## src/rtl/uart_rx_frame_engine_if.sv

```systemverilog
// Receive-side result bundle of the UART frame engine: character strobe, data and status flags.
// The engine drives it through the master modport; consumers use the slave modport.
interface uart_rx_frame_engine_if #(
  parameter int DATA_WIDTH = 8
);
  logic                  rx_valid;
  logic [DATA_WIDTH-1:0] rx_data;
  logic                  parity_error;
  logic                  frame_error;
  logic                  break_detect;
  logic                  rx_busy;

  modport master (
    output rx_valid, rx_data, parity_error, frame_error, break_detect, rx_busy
  );

  modport slave (
    input rx_valid, rx_data, parity_error, frame_error, break_detect, rx_busy
  );
endinterface

```

## src/rtl/uart_rx_frame_engine.sv

```systemverilog
// Oversampling UART receiver: synchronises the line, frames start/data/parity/stop bits and
// reports each character with parity, framing and break status on a one-cycle strobe.
module uart_rx_frame_engine #(
  parameter int DATA_WIDTH  = 8,
  parameter int OVERSAMPLE  = 16,
  parameter int SYNC_STAGES = 2
) (
  input  logic                     pclk,
  input  logic                     presetn,
  input  logic                     baud_tick,
  input  logic                     rx_enable,
  input  logic                     uart_rxd,
  input  logic                     loop,
  input  logic                     loop_txd,
  input  logic [4:0]               char_len,
  input  logic                     pen,
  input  logic                     eps,
  input  logic                     sp,
  uart_rx_frame_engine_if.master   rx_if
);

  localparam int             CW      = $clog2(OVERSAMPLE);
  localparam logic [CW-1:0]  HALF_M1 = CW'(OVERSAMPLE / 2 - 1);
  localparam logic [CW-1:0]  FULL_M1 = CW'(OVERSAMPLE - 1);

  typedef enum logic [2:0] {
    IDLE      = 3'd0,
    START     = 3'd1,
    DATA      = 3'd2,
    PARITY    = 3'd3,
    STOP      = 3'd4,
    WAIT_IDLE = 3'd5
  } state_t;

  state_t                  state_q;
  logic [SYNC_STAGES-1:0]  sync_q;
  logic [CW-1:0]           cnt_q;
  logic [4:0]              bit_q;
  logic [4:0]              len_q;
  logic [DATA_WIDTH-1:0]   data_q;
  logic                    par_q;
  logic                    perr_q;
  logic                    zero_q;
  logic                    rx_valid_q;
  logic [DATA_WIDTH-1:0]   rx_data_q;
  logic                    parity_error_q;
  logic                    frame_error_q;
  logic                    break_detect_q;
  logic                    rx_busy_q;

  logic                    serial_in_s;
  logic [4:0]              len_s;
  logic                    exp_par_s;

  // Metastability synchroniser for the external line; idles high like the line itself
  always_ff @(posedge pclk or negedge presetn) begin
    if (!presetn) begin
      sync_q <= '1;
    end else begin
      sync_q <= {sync_q[SYNC_STAGES-2:0], uart_rxd};
    end
  end

  // Source select, character length clamp and expected parity bit
  always_comb begin
    serial_in_s = loop ? loop_txd : sync_q[SYNC_STAGES-1];
    if (char_len < 5'd5) begin
      len_s = 5'd5;
    end else if (char_len > 5'(DATA_WIDTH)) begin
      len_s = 5'(DATA_WIDTH);
    end else begin
      len_s = char_len;
    end
    if (sp) begin
      exp_par_s = ~eps;
    end else if (eps) begin
      exp_par_s = par_q;
    end else begin
      exp_par_s = ~par_q;
    end
  end

  // Frame FSM with datapath and registered result outputs
  always_ff @(posedge pclk or negedge presetn) begin
    if (!presetn) begin
      state_q        <= IDLE;
      cnt_q          <= '0;
      bit_q          <= 5'd0;
      len_q          <= 5'd0;
      data_q         <= '0;
      par_q          <= 1'b0;
      perr_q         <= 1'b0;
      zero_q         <= 1'b0;
      rx_valid_q     <= 1'b0;
      rx_data_q      <= '0;
      parity_error_q <= 1'b0;
      frame_error_q  <= 1'b0;
      break_detect_q <= 1'b0;
      rx_busy_q      <= 1'b0;
    end else begin
      rx_valid_q <= 1'b0;
      if ((state_q != IDLE) && !rx_enable) begin
        state_q   <= IDLE;
        rx_busy_q <= 1'b0;
      end else if (baud_tick) begin
        case (state_q)
          IDLE: begin
            if (rx_enable && !serial_in_s) begin
              state_q   <= START;
              cnt_q     <= '0;
              len_q     <= len_s;
              rx_busy_q <= 1'b1;
            end
          end
          START: begin
            if (cnt_q == HALF_M1) begin
              cnt_q <= '0;
              if (!serial_in_s) begin
                state_q <= DATA;
                bit_q   <= 5'd0;
                data_q  <= '0;
                par_q   <= 1'b0;
                perr_q  <= 1'b0;
                zero_q  <= 1'b1;
              end else begin
                state_q   <= IDLE;
                rx_busy_q <= 1'b0;
              end
            end else begin
              cnt_q <= cnt_q + CW'(1);
            end
          end
          DATA: begin
            if (cnt_q == FULL_M1) begin
              cnt_q  <= '0;
              data_q <= data_q | ({{(DATA_WIDTH-1){1'b0}}, serial_in_s} << bit_q);
              par_q  <= par_q ^ serial_in_s;
              zero_q <= zero_q & ~serial_in_s;
              bit_q  <= bit_q + 5'd1;
              if (bit_q == (len_q - 5'd1)) begin
                state_q <= pen ? PARITY : STOP;
              end
            end else begin
              cnt_q <= cnt_q + CW'(1);
            end
          end
          PARITY: begin
            if (cnt_q == FULL_M1) begin
              cnt_q   <= '0;
              perr_q  <= (serial_in_s != exp_par_s);
              zero_q  <= zero_q & ~serial_in_s;
              state_q <= STOP;
            end else begin
              cnt_q <= cnt_q + CW'(1);
            end
          end
          STOP: begin
            if (cnt_q == FULL_M1) begin
              cnt_q          <= '0;
              rx_valid_q     <= 1'b1;
              rx_data_q      <= data_q;
              parity_error_q <= perr_q;
              frame_error_q  <= ~serial_in_s;
              break_detect_q <= zero_q & ~serial_in_s;
              // A low stop bit may be the start of a break: wait for the line to recover
              state_q        <= serial_in_s ? IDLE : WAIT_IDLE;
              rx_busy_q      <= ~serial_in_s;
            end else begin
              cnt_q <= cnt_q + CW'(1);
            end
          end
          WAIT_IDLE: begin
            if (serial_in_s) begin
              state_q   <= IDLE;
              rx_busy_q <= 1'b0;
            end
          end
          default: begin
            state_q   <= IDLE;
            rx_busy_q <= 1'b0;
          end
        endcase
      end
    end
  end

  assign rx_if.rx_valid     = rx_valid_q;
  assign rx_if.rx_data      = rx_data_q;
  assign rx_if.parity_error = parity_error_q;
  assign rx_if.frame_error  = frame_error_q;
  assign rx_if.break_detect = break_detect_q;
  assign rx_if.rx_busy      = rx_busy_q;

endmodule

```

## src/flat_wrapper.sv

```systemverilog
// flat-port wrapper written by rule: the top's interface ports become plain ports
module uart_rx_frame_engine_flat 
#(
  parameter int DATA_WIDTH  = 8,
  parameter int OVERSAMPLE  = 16,
  parameter int SYNC_STAGES = 2
)
  (pclk, presetn, baud_tick, rx_enable, uart_rxd, loop, loop_txd, char_len, pen, eps, sp, rx_if_rx_valid, rx_if_rx_data, rx_if_parity_error, rx_if_frame_error, rx_if_break_detect, rx_if_rx_busy);
  uart_rx_frame_engine_if #(.DATA_WIDTH(DATA_WIDTH)) rx_if_i ();
  input  logic pclk;
  input  logic presetn;
  input  logic baud_tick;
  input  logic rx_enable;
  input  logic uart_rxd;
  input  logic loop;
  input  logic loop_txd;
  input  logic [4:0] char_len;
  input  logic pen;
  input  logic eps;
  input  logic sp;
  output wire logic [$bits(rx_if_i.rx_valid)-1:0] rx_if_rx_valid;
  output wire logic [$bits(rx_if_i.rx_data)-1:0] rx_if_rx_data;
  output wire logic [$bits(rx_if_i.parity_error)-1:0] rx_if_parity_error;
  output wire logic [$bits(rx_if_i.frame_error)-1:0] rx_if_frame_error;
  output wire logic [$bits(rx_if_i.break_detect)-1:0] rx_if_break_detect;
  output wire logic [$bits(rx_if_i.rx_busy)-1:0] rx_if_rx_busy;
  assign rx_if_rx_valid = rx_if_i.rx_valid;
  assign rx_if_rx_data = rx_if_i.rx_data;
  assign rx_if_parity_error = rx_if_i.parity_error;
  assign rx_if_frame_error = rx_if_i.frame_error;
  assign rx_if_break_detect = rx_if_i.break_detect;
  assign rx_if_rx_busy = rx_if_i.rx_busy;
  uart_rx_frame_engine #(.DATA_WIDTH(DATA_WIDTH), .OVERSAMPLE(OVERSAMPLE), .SYNC_STAGES(SYNC_STAGES)) u_core (.pclk(pclk), .presetn(presetn), .baud_tick(baud_tick), .rx_enable(rx_enable), .uart_rxd(uart_rxd), .loop(loop), .loop_txd(loop_txd), .char_len(char_len), .pen(pen), .eps(eps), .sp(sp), .rx_if(rx_if_i));
endmodule
```

## config.mk

```make
export PLATFORM = sky130hd
export DESIGN_NAME = uart_rx_frame_engine_flat
export DESIGN_NICKNAME = d
export VERILOG_FILES = /design/src/rtl/uart_rx_frame_engine_if.sv /design/src/rtl/uart_rx_frame_engine.sv /design/src/flat_wrapper.sv
export SDC_FILE = /design/constraint.sdc
export NUM_CORES = 1
export LEC_CHECK = 0
export ABC_AREA = 1
export BUFFER_PORTS_ARGS = -buffer_cell sky130_fd_sc_hd__buf_2
export CORE_MARGIN = 2
export CORE_UTILIZATION = 52
export DETAILED_ROUTE_END_ITERATION = 10
export GPL_TIMING_DRIVEN = 0
export PLACE_DENSITY = 0.75
export SLEW_MARGIN = 5
export SYNTH_ARGS = -nofsm -noshare
export SYNTH_HDL_FRONTEND = slang
export SYNTH_SLANG_ARGS = --single-unit
```

## constraint.sdc

```tcl
create_clock -name pclk -period 1.69 [get_ports pclk]
set_clock_uncertainty 0.05 [all_clocks]
set_input_delay 0 -clock pclk [delete_from_list [all_inputs] [get_ports pclk]]
set_output_delay 0 -clock pclk [all_outputs]
set_load 0.1 [all_outputs]
```

* Yosys cells after proc, flatten, opt, wreduce, memory -nomap -nowiden *
Cells that the tools add are included.
W data, S select, Z words.

operators by class
  add/subtract/negate cells = 3
  $lt $le $gt $ge = 2
  eq/ne operators = 23
  shift operators = 1
  multiplexer cells = 51
  bitwise operators = 7
  reduce and logical (&&, ||, !) cells = 21

operator list
  cell                   number
  $mux W3                11
  $mux W5                5
  $mux W8                3
  $ne A3 B1 Y1 const B   7
  $mux W1                20
  $pmux W3 S6            1
  $reduce_and A6 Y1      3
  $pmux W8 S2            1
  $mux W4                3
  $ne A2 B1 Y1 const B   6
  $pmux W4 S3            1
  $reduce_and A4 Y1      3
  $pmux W5 S2            1
  $or A8 B8 Y8           1
  $reduce_and A8 Y1      1
  $reduce_bool A2 Y1     4
  $shl A1 B5 Y8          1
  $eq A3 B2 Y1 const B   2
  $eq A3 B3 Y1 const B   2
  $pmux W1 S2            3
  $reduce_bool A3 Y1     2
  $add A5 B1 Y5 const B  1
  $eq A5 B5 Y1           1
  $gt A5 B4 Y1 const B   1
  19 further kinds       24

storage, ports and cells
  register bits = 43
  input bits = 15
  output and inout port bits = 13
  logic and storage cells = 123

* Logic depth before layout (Yosys ltp) *
Gate-level depths: netlist of run 1.

  word-level depth = 7
  mapped depth = 13
  gate-level depth less buffers = 13

* Least setup slack after synthesis of run 1 *
Ideal clock, no wire load.

  path kind = register to register
  start point = reg u_core.cnt_q[0]
  end point = reg u_core.data_q[5]
  library setup time = 0.119 ns
  data arrival time = 1.427 ns
  required time = 1.521 ns
  slack = 0.095 ns
  stages on the path, launching flop included = 9
  path buffers = 1
  clock period less this slack = 1.595 ns
  cell sequence = dfrtp_1 -> ha_1 -> nand3_1 -> inv_2 -> a21oi_2 -> nor2_4 -> buf_4 -> a21oi_1 -> nor2_1

on the way
  word-level cells in the longest chain between the ends = 3
  elaborated cells on any way between the ends = 5
  those cells by class = eq/ne: 4; reduce/logical: 1

ends and longest elaborated chain
  element                                       RTL line                                                  RTL
  from (decl)                                   uart_rx_frame_engine.sv:37                                logic [CW-1:0] cnt_q;
  from (signal assigned)                        uart_rx_frame_engine.sv:130                               cnt_q <= cnt_q + CW'(1);
  from (signal assigned)                        uart_rx_frame_engine.sv:144                               cnt_q <= cnt_q + CW'(1);
  from (signal assigned)                        uart_rx_frame_engine.sv:154                               cnt_q <= cnt_q + CW'(1);
  $eq A4 B4 Y1 or $eq A4 B3 Y1 (tied branches)  uart_rx_frame_engine.sv:134, uart_rx_frame_engine.sv:116
  $ne A2 B1 Y1 (no line)                        n/a
  $reduce_and A6 Y1 (no line) *                 n/a
  to (signal assigned)                          uart_rx_frame_engine.sv:136                               data_q <= data_q | ({{(DATA_WIDTH-1){1'b0}}, serial_in_s} << bit_q);
  to (decl)                                     uart_rx_frame_engine.sv:40                                logic [DATA_WIDTH-1:0] data_q;

Every way passes the cells marked *; elsewhere a longest branch is shown, timed or not.
A chain may end at the register's enable or synchronous reset.

* Worst setup path in the final report of run 1 *
  start point = reg u_core.state_q[1]
  end point = reg u_core.data_q[3]

on the way
  word-level cells in the longest chain between the ends = 4
  elaborated cells on any way between the ends = 11
  those cells by class = eq/ne: 5; mux: 1; bitwise: 1; reduce/logical: 4

ends and longest elaborated chain
  element                                                                    RTL line                     RTL
  from (decl)                                                                uart_rx_frame_engine.sv:35   state_t state_q;
  from (signal assigned)                                                     uart_rx_frame_engine.sv:141  state_q <= pen ? PARITY : STOP;
  from (signal assigned)                                                     uart_rx_frame_engine.sv:166  state_q <= serial_in_s ? IDLE : WAIT_IDLE;
  parallel branches: the longest is 4 deep, another holds $reduce_and A6 Y1  n/a

Several ways; the timed one is not identified.

==> results of run 1 <==
state kept, by name (all words and copies together), names as in the netlist:
register	flops
u_core.rx_if.break_detect	1
u_core.rx_if.frame_error	1
u_core.bit_q	5
u_core.perr_q	1
u_core.len_q	5
u_core.rx_if.parity_error	1
u_core.cnt_q	4
u_core.zero_q	1
u_core.rx_if.rx_valid	1
u_core.par_q	1
u_core.rx_if.rx_busy	1
u_core.rx_if.rx_data	8
u_core.sync_q	2
u_core.state_q	3
u_core.data_q	8
final cells by class:
cell class | count | area [µm²]
inverters | 45 | 176
repair buffers | 52 | 348
clock inverters | 2 | 12.5
flip-flops and latches | 43 | 1080
plain buffers | 5 | 56.3
multi-input cells | 216 | 1150
fillers | 360 | 1390
clock buffers | 6 | 72.6
well taps | 52 | 65.1
cells in the mapped netlist (all sizes together):
| cell | count | area share |
|---|---|---|
| nand2 | 82 | 0.14 |
| nor2 | 46 | 0.084 |
| inv | 45 | 0.072 |
| dfrtp | 41 | 0.43 |
| o21ai | 26 | 0.055 |
| nand3 | 23 | 0.054 |
| a21oi | 19 | 0.042 |
| nand4 | 7 | 0.019 |
| buf | 5 | 0.021 |
| ha | 3 | 0.016 |
| o211ai | 3 | 0.0095 |
| xor2 | 3 | 0.011 |
| dfstp | 2 | 0.022 |
| nor4 | 1 | 0.0090 |
| o21bai | 1 | 0.0032 |
| or2 | 1 | 0.0026 |
| xnor2 | 1 | 0.0037 |
timing repair:
item | 4_1_cts | 5_1_grt
gates resized for setup | 3 | 32
pin swaps | 0 | 4
gates cloned | 0 | 2
setup buffers | 0 | 15
setup endpoints to repair | 26 | 36
hold endpoints to repair | 45 | 0
hold buffers | 8 | 0
layer usage:
layer | wire length (µm) | vias to the layer above | track usage
met5 | 0 | - | 0
met3 | 232 | 4 | 0.0422
li1 | - | 1100 | -
met4 | 33 | 0 | 0.0503
met2 | 2420 | 51 | 0.342
met1 | 2280 | 939 | 0.260
power by group through the flow:
| stage | combinational (W) | sequential [W] | clock, W |
|---|---|---|---|
| after global routing | 0.00261 | 0.00158 | 0.000693 |
| final | 0.00232 | 0.00154 | 0.000637 |
| after CTS | 0.00202 | 0.00152 | 0.000654 |
| after floorplan | 0.00144 | 0.00167 | 0 |
| after detailed placement | 0.00199 | 0.00154 | 0 |
| after global placement | 0.00196 | 0.00153 | 0 |
worst min-delay path by stage:
stage / from / end / slack [ps] / cells past startpoint
2_1_floorplan: presetn / u_core.bit_q[0] / -350 / 0
4_1_cts: baud_tick / u_core.len_q[2] / 50 / 3
3_5_place_dp: uart_rxd / u_core.sync_q[0] / 60 / 1
5_1_grt: baud_tick / u_core.len_q[2] / 60 / 3
6_report: baud_tick / u_core.len_q[2] / 50 / 3
3_3_place_gp: uart_rxd / u_core.sync_q[0] / 50 / 1
per-stage QoR:
step	instances	area, µm²
after floorplan	309	2360
after global placement	388	2560
after detailed placement	388	2560
after CTS	404	2740
after global routing	421	2960
final	421	2960
cell families (layout without fill, tap and decap cells):
| logic type | after synthesis | count (layout) |
|---|---|---|
| flip-flops | 43 | 43 |
| buffers and inverters | 50 | 110 |
| AO/OA/AOI/OAI | 49 | 49 |
| adder cells (fa/ha/maj) | 3 | 3 |
| XOR/XNOR | 4 | 4 |
| AND/OR/NAND/NOR | 160 | 160 |
worst reg2reg max path, stage by stage (launching register included):
cell and delay [ps]:
dfrtp_1 380, buf_6 140, nor2_4 150, nand2_2 80
nand2_4 80, nand2_4 70, inv_2 70, nand2_4 60
nor2_4 140, buf_6 140, nand2_4 60, inv_4 90
nor2_1 50
==> impl.org, run 1 <==
** Floorplan
- Area of the core region :: 0.00435 mm²
- The die covers 0.00510 mm².
- The floorplan step set the die height to 71.4 µm.
- In this run the core area contains 24 standard-cell rows.
- Chip width :: 71.4 µm
- Initial standard-cell utilization of the core :: 0.543
- For this design the top-level I/O count stands at 28.

** Finish
- The repair_antennas step left the layout with diodes totalling 0.
- In the layout the commonest cells are nand2_1 (66), nor2_1 (41), dfrtp_1 (40), inv_1 (36), buf_2 (28).
- At the end of the flow the core is filled with cells to 0.680.
- Final-stage net count :: 386
- The library cell used most frequently in the layout, excluding fill and tap cells, is nand2_1.
- The area growth from synthesis to layout is 25.2%.
- Proportion of layout cells with a drive suffix above 1 :: 0.274

** GRT
- Number of antenna violations at the first check in global routing :: 0
- For this run, the total global-route usage over all layers was measured as 0.200.
- Vias in the first global route :: 1822
- Pin count of the biggest net entering global routing :: 44
- First-pass GRT wire length :: 8.06 mm
- The total overflow left after global routing is 0.

** Setup path
- Number of stages on the worst setup path :: 12
- Setup slack on the worst reg-to-reg path comes out at 20 ps.
- The worst register-to-register path begins at u_core.state_q[1].
- Data required time at the worst endpoint :: 1820 ps
- Depth of the most critical reg-to-reg path :: 12
- The slowest stage of the critical path belongs to the cell dfrtp_1.
- The number of buffers and inverters on the critical path is 4.
- Worst stage delay on the critical path :: 380 ps
- Grouping stages by cell kind, the critical path spends the most delay in simple AND/OR/NAND/NOR gates.
- CP Launch Point :: u_core.state_q[1]
- The worst setup path is launched from a flop.
- CP max FO :: 8
- In this run the critical register-to-register path is captured at u_core.data_q[3].
- Counting stages on the worst path, the most repeated cell is nand2_4.
- CP cell instances :: buf_6 -> nor2_4 -> nand2_2 -> nand2_4 -> nand2_4 -> inv_2 -> nand2_4 -> nor2_4 -> buf_6 -> nand2_4 -> inv_4 -> nor2_1
- Type of the worst setup path :: reg -> reg
- Data arrives at the worst endpoint at 1800 ps.
- CP Capture Type :: flop
- The most critical setup path has its endpoint at u_core.data_q[3].

** Synthesis
- The synthesized design contains 43 register bits.
- Count of cell types in the netlist :: 27
- Gate count after technology mapping :: 309
- Parity-gate share of the synthesized area counting xor and xnor cells :: 0.0148
- A synthesized cell averages 7.65 µm².
- Share of the synthesized area in compound gates (AO/OA/AOI/OAI) :: 0.110
- The number of nets in the synthesized netlist is 327.
- Share of synthesized area occupied by flip-flops and latches :: 0.456
- Of the total synthesized cell area, the portion taken by AND, OR, NAND and NOR gates is 0.311.
- Yosys printed 0 warnings.
- The cell area that synthesis handed to floorplanning was 0.00236 mm².
- The portion of synthesized area spent on multiplexers is 0.
- Post-Synth Adder-Cell Area :: 0.0159
- After synthesis, the largest family of logic cells by area is simple AND/OR/NAND/NOR gates.

** Timing
- At the pin with the least slew margin, the transition time is 931 ps.
- Unrepaired setup endpoints after global routing :: yes
- In the finished design, the share of the clock period the worst path needs comes to 0.987.
- Worst hold margin :: 45.4 ps
- Adding up every negative setup slack in the final design gives 0 ps.
- The worst pin sits at a relative slew slack of 0.379.
- Number of endpoints failing setup at the final stage :: 0
- The worst path needs 1670 ps of the cycle, external delays included.
- The final count of pins violating max slew was 0.
- Fin worst setup slack :: 21.8 ps
- Endpoints failing hold :: 0
- Based on the critical path, the design can be clocked at up to 599 MHz.

** Detailed routing
- Antenna-violating nets left :: 0
- The routed layout has 2094 vias.
- Total Wirelength :: 4.96 mm
- DRC violation count after routing :: 0
- Via density per instance :: 4.97
- After detailed routing, the average wire length per cell comes to 11.8 µm.
- The pre-antenna-repair detailed-routing pass consisted of 4 iterations.
- The detailed router finished its first iteration with 111 violations.

** Pwr
- Internal power comes to 0.00242 W.
- Of the total power, combinational logic draws 0.515.
- Sw frac :: 0.463
- The analysis attributes to net switching a power of 0.00208 W.
- Maximum ir drop on the vdd rail :: 1.23 mV
- Of the total power, registers draw 0.343.
- Total chip power :: 0.00450 W
- In this run the static leakage power is 1.54 nW.
- Of the total power, the clock network draws 0.142.
- Cell area power density :: 1520 mW/mm²

** Place
- Timing analysis after detailed placement gives a worst setup slack of -91.6 ps.
- DP Wirelength :: 3.37 mm
- Input and output buffers added on the ports amount to 27.
- The congestion estimate from routability-driven global placement came to 0.870.

** CTS
- Clock Sinks :: 43
- For the worst-skew pair, the clock arrives at the later sink with an insertion delay of 290 ps.
- H-tree depth reported by CTS :: 2
- The clock passes through at most 2 buffers.
- Root Driver :: clkbuf_8
- TritonCTS built the clock tree.
- CTS buffer count :: 5
- Clock edge transition at the registers on the reported setup and hold paths :: 80 ps

** Min path
- The path class of the tightest hold or removal check is in -> reg.

** Run
- Total of max-cap violations :: 0

** Outcome
- Outcome :: completed
(Power assumes the default switching activity.)
==> run 2, diff against run 1 <==
Settings changed: CORE_UTILIZATION 52 to 54, CTS_BUF_LIST set to sky130_fd_sc_hd__clkbuf_8, GPL_TIMING_DRIVEN 0 to unset, PLACE_DENSITY 0.75 to 0.78.
==> run 2 against run 1 <==
Effect of this change:
- clock-buffer cell count decreased by 1
- cell area up 1.9%
- die area shrank 3.5%
- sequential share of layout area shrank 0.58 points
- register-to-register slack gained 30 ps
- hold slack got worse by 16 ps
- combinational power about the same
- critical path depth fell by 3
- core utilization up 2.2 points
- setup slack gained 28 ps
- global-route usage rose by 1.7 points
- clock power grew 48%
- highest routed layer unchanged
==> impl.org, run 2 (synthesis gave the netlist of run 1 again) <==
** Outcome
- Outcome :: completed

** Min path
- In this run the most critical hold path is launched from loop_txd.
- Worst hold endpoint :: u_core.rx_if.frame_error
- The tightest min-delay check is of the in -> reg type.
- Counting instances, the worst hold path has a depth of 4.

** Detailed routing
- Before antenna repair, the detailed router went through 4 iterations.
- In this run the remaining antenna-violating nets after routing total 0.
- Mean routed wirelength per cell :: 11.9 µm
- First DRT Iteration DRCs :: 121
- Total Wirelength :: 5.07 mm
- For this run, design rule violations remaining after detail routing come to 0.
- The routed layout has 2183 vias.
- After detailed routing, the number of vias per cell comes to 5.14.

** Timing
- Max-slew headroom :: 0.679
- Fin crit period :: 1640 ps
- The final count of pins violating max slew came to 0.
- Unrepaired setup endpoints after global routing :: yes
- Endpoints failing hold :: 0
- Highest clock rate :: 610 MHz
- For the pin with the worst max-slew slack, the measured transition is 484 ps.
- After layout, the worst setup slack is 50.0 ps.
- Setup violations remaining at the end of the flow were counted as 0.
- Dividing the final minimum period by the clock period gives 0.970.
- Summed negative setup slack over all endpoints :: 0 ps

** Pwr
- The worst-case IR drop observed on VDD is 1.52 mV.
- The design draws 0.00481 W.
- Cell area power density :: 1590 mW/mm²
- In this run the static leakage power is 1.58 nW.

** GRT
- Across every metal layer, demand over resource in global routing totals 0.217.
- First-pass GRT wire length :: 8.37 mm
- The total overflow left after global routing is 0.
- Entering global routing, the biggest net connects 27 pins.
- Vias in the first global route :: 1908
- Number of antenna violations at the first check in global routing :: 0

** Place
- Once detailed placement completed, the half-perimeter wirelength came to 3.62 mm.
- Before CTS, the worst setup slack after placement is 13.1 ps.
- Placed Cells :: 402
- I/O Buffers :: 27
- At the end of routability-driven placement, the weighted congestion stood at 0.933.

** Floorplan
- Die Ht :: 70.2 µm
- Measured along the x axis, the die boundary spans 70.2 µm.
- During I/O placement, the number of pins put on the boundary was 28.
- Initial standard-cell utilization of the core :: 0.551
- The floorplan step defined a die boundary enclosing 0.00492 mm².
- In this run the core area contains 24 standard-cell rows.
- Area of the core region :: 0.00429 mm²

** Finish
- Cell Count, Final, Fillers Out :: 425
- The top cell types in the final layout, fill and taps aside, are nand2_1 (72), nor2_1 (41), inv_1 (38), dfrtp_1 (38), buf_2 (27).
- Leaving out fill and tap cells, the most frequent cell in the layout is nand2_1.
- The final layout contains 390 nets.
- Proportion of layout cells with a drive suffix above 1 :: 0.257
- Layout area overhead :: 27.6%
- Fin util :: 0.703
- Antenna Diode Count :: 0

** CTS
- TritonCTS built the clock tree.
- Clock latency on the worst-skew pair, taken at its later pin, is 300 ps.
- CTS buffer count :: 5
- Clock Sinks :: 43
- In this run the deepest clock path goes through 2 buffers.
- H-tree depth reported by CTS :: 2
- Root Driver :: clkbuf_8
- After clock tree synthesis, the clock-pin slew on the worst setup and hold paths is 80 ps.

** Setup path
- Across all register-to-register paths, the minimum setup slack is 50 ps.
- At the worst endpoint, the required time is 1830 ps.
- Worst path arrival time :: 1780 ps
- Launching element type of the critical path :: flop
- Type of the worst setup path :: reg -> reg
- STA classifies the critical path endpoint as a flop.
- Worst reg2reg endpoint :: u_core.zero_q
- Depth of the most critical reg-to-reg path :: 9
- Critical R2R Launch :: u_core.state_q[2]
- CP max FO :: 5

** Run
- Max-cap violations in this run came to 0.
[run 2: cell count changes in the layout (fill, tap and decap cells not counted), moves of 3 or more]
cell,before,now
buf_6,5,0
buf_12,0,3
buf_4,15,23
o21ai_2,4,1
nand2_1,66,72
nand2_2,11,7
[run 2: per-layer routing]
layer	vias up	track usage	share of wire
met5	-	0	0
met4	0	0.0855	0.013
met3	5	0.0491	0.051
met2	61	0.357	0.49
met1	1005	0.279	0.44
li1	1112	-	-
[run 2: layout make-up]
class                      instances  area, µm²
tap                               52       65.1
sequential                        43       1080
multi-input combinational        216       1100
inverter                          45        171
clock buffer                       5       68.8
fill                             346       1280
clock inverter                     3       63.8
timing repair buffer              61        463
[run 2: timing repair]
action                                  in CTS  in global routing
resized for setup                            1                 13
pin swaps                                    0                  6
hold endpoints to repair                    47                  0
endpoints found under the setup margin       1                 35
gates cloned                                 0                  1
hold buffers                                 7                  0
setup buffers                                0                  7
[run 2: power by group]
part           internal [W]  switching [W]  total, W
combinational      0.000851        0.00145   0.00230
sequential          0.00130       0.000270   0.00157
clock              0.000584       0.000356  0.000941
total               0.00273        0.00208   0.00481
[run 2: worst max-delay path by stage]
stage,from,end,slack [ps]
floorplan,u_core.cnt_q[0],u_core.data_q[5],90
global placement,u_core.cnt_q[0],u_core.rx_if.frame_error,40
detailed placement,u_core.cnt_q[0],u_core.rx_if.frame_error,10
CTS,u_core.state_q[2],u_core.cnt_q[3],30
global route,u_core.state_q[2],u_core.cnt_q[3],-60
finish,u_core.state_q[2],u_core.zero_q,50
[run 2: worst max-delay path, stage by stage (launching register included)]
cell and delay (ps):
dfrtp_2 460, inv_4 110, nand2_2 90, inv_1 110
nand2_1 100, nand2_1 170, a21oi_1 90, or2_1 230
nand2_1 60, o21ai_1 60
[run 2: through the flow]
stage,hold WS [ps],instance area (µm²)
global placement,-89.0,2700
finish,29.1,3020
detailed placement,-90.6,2700
CTS,50.0,2900
floorplan,-346,2360
global route,56.2,3020
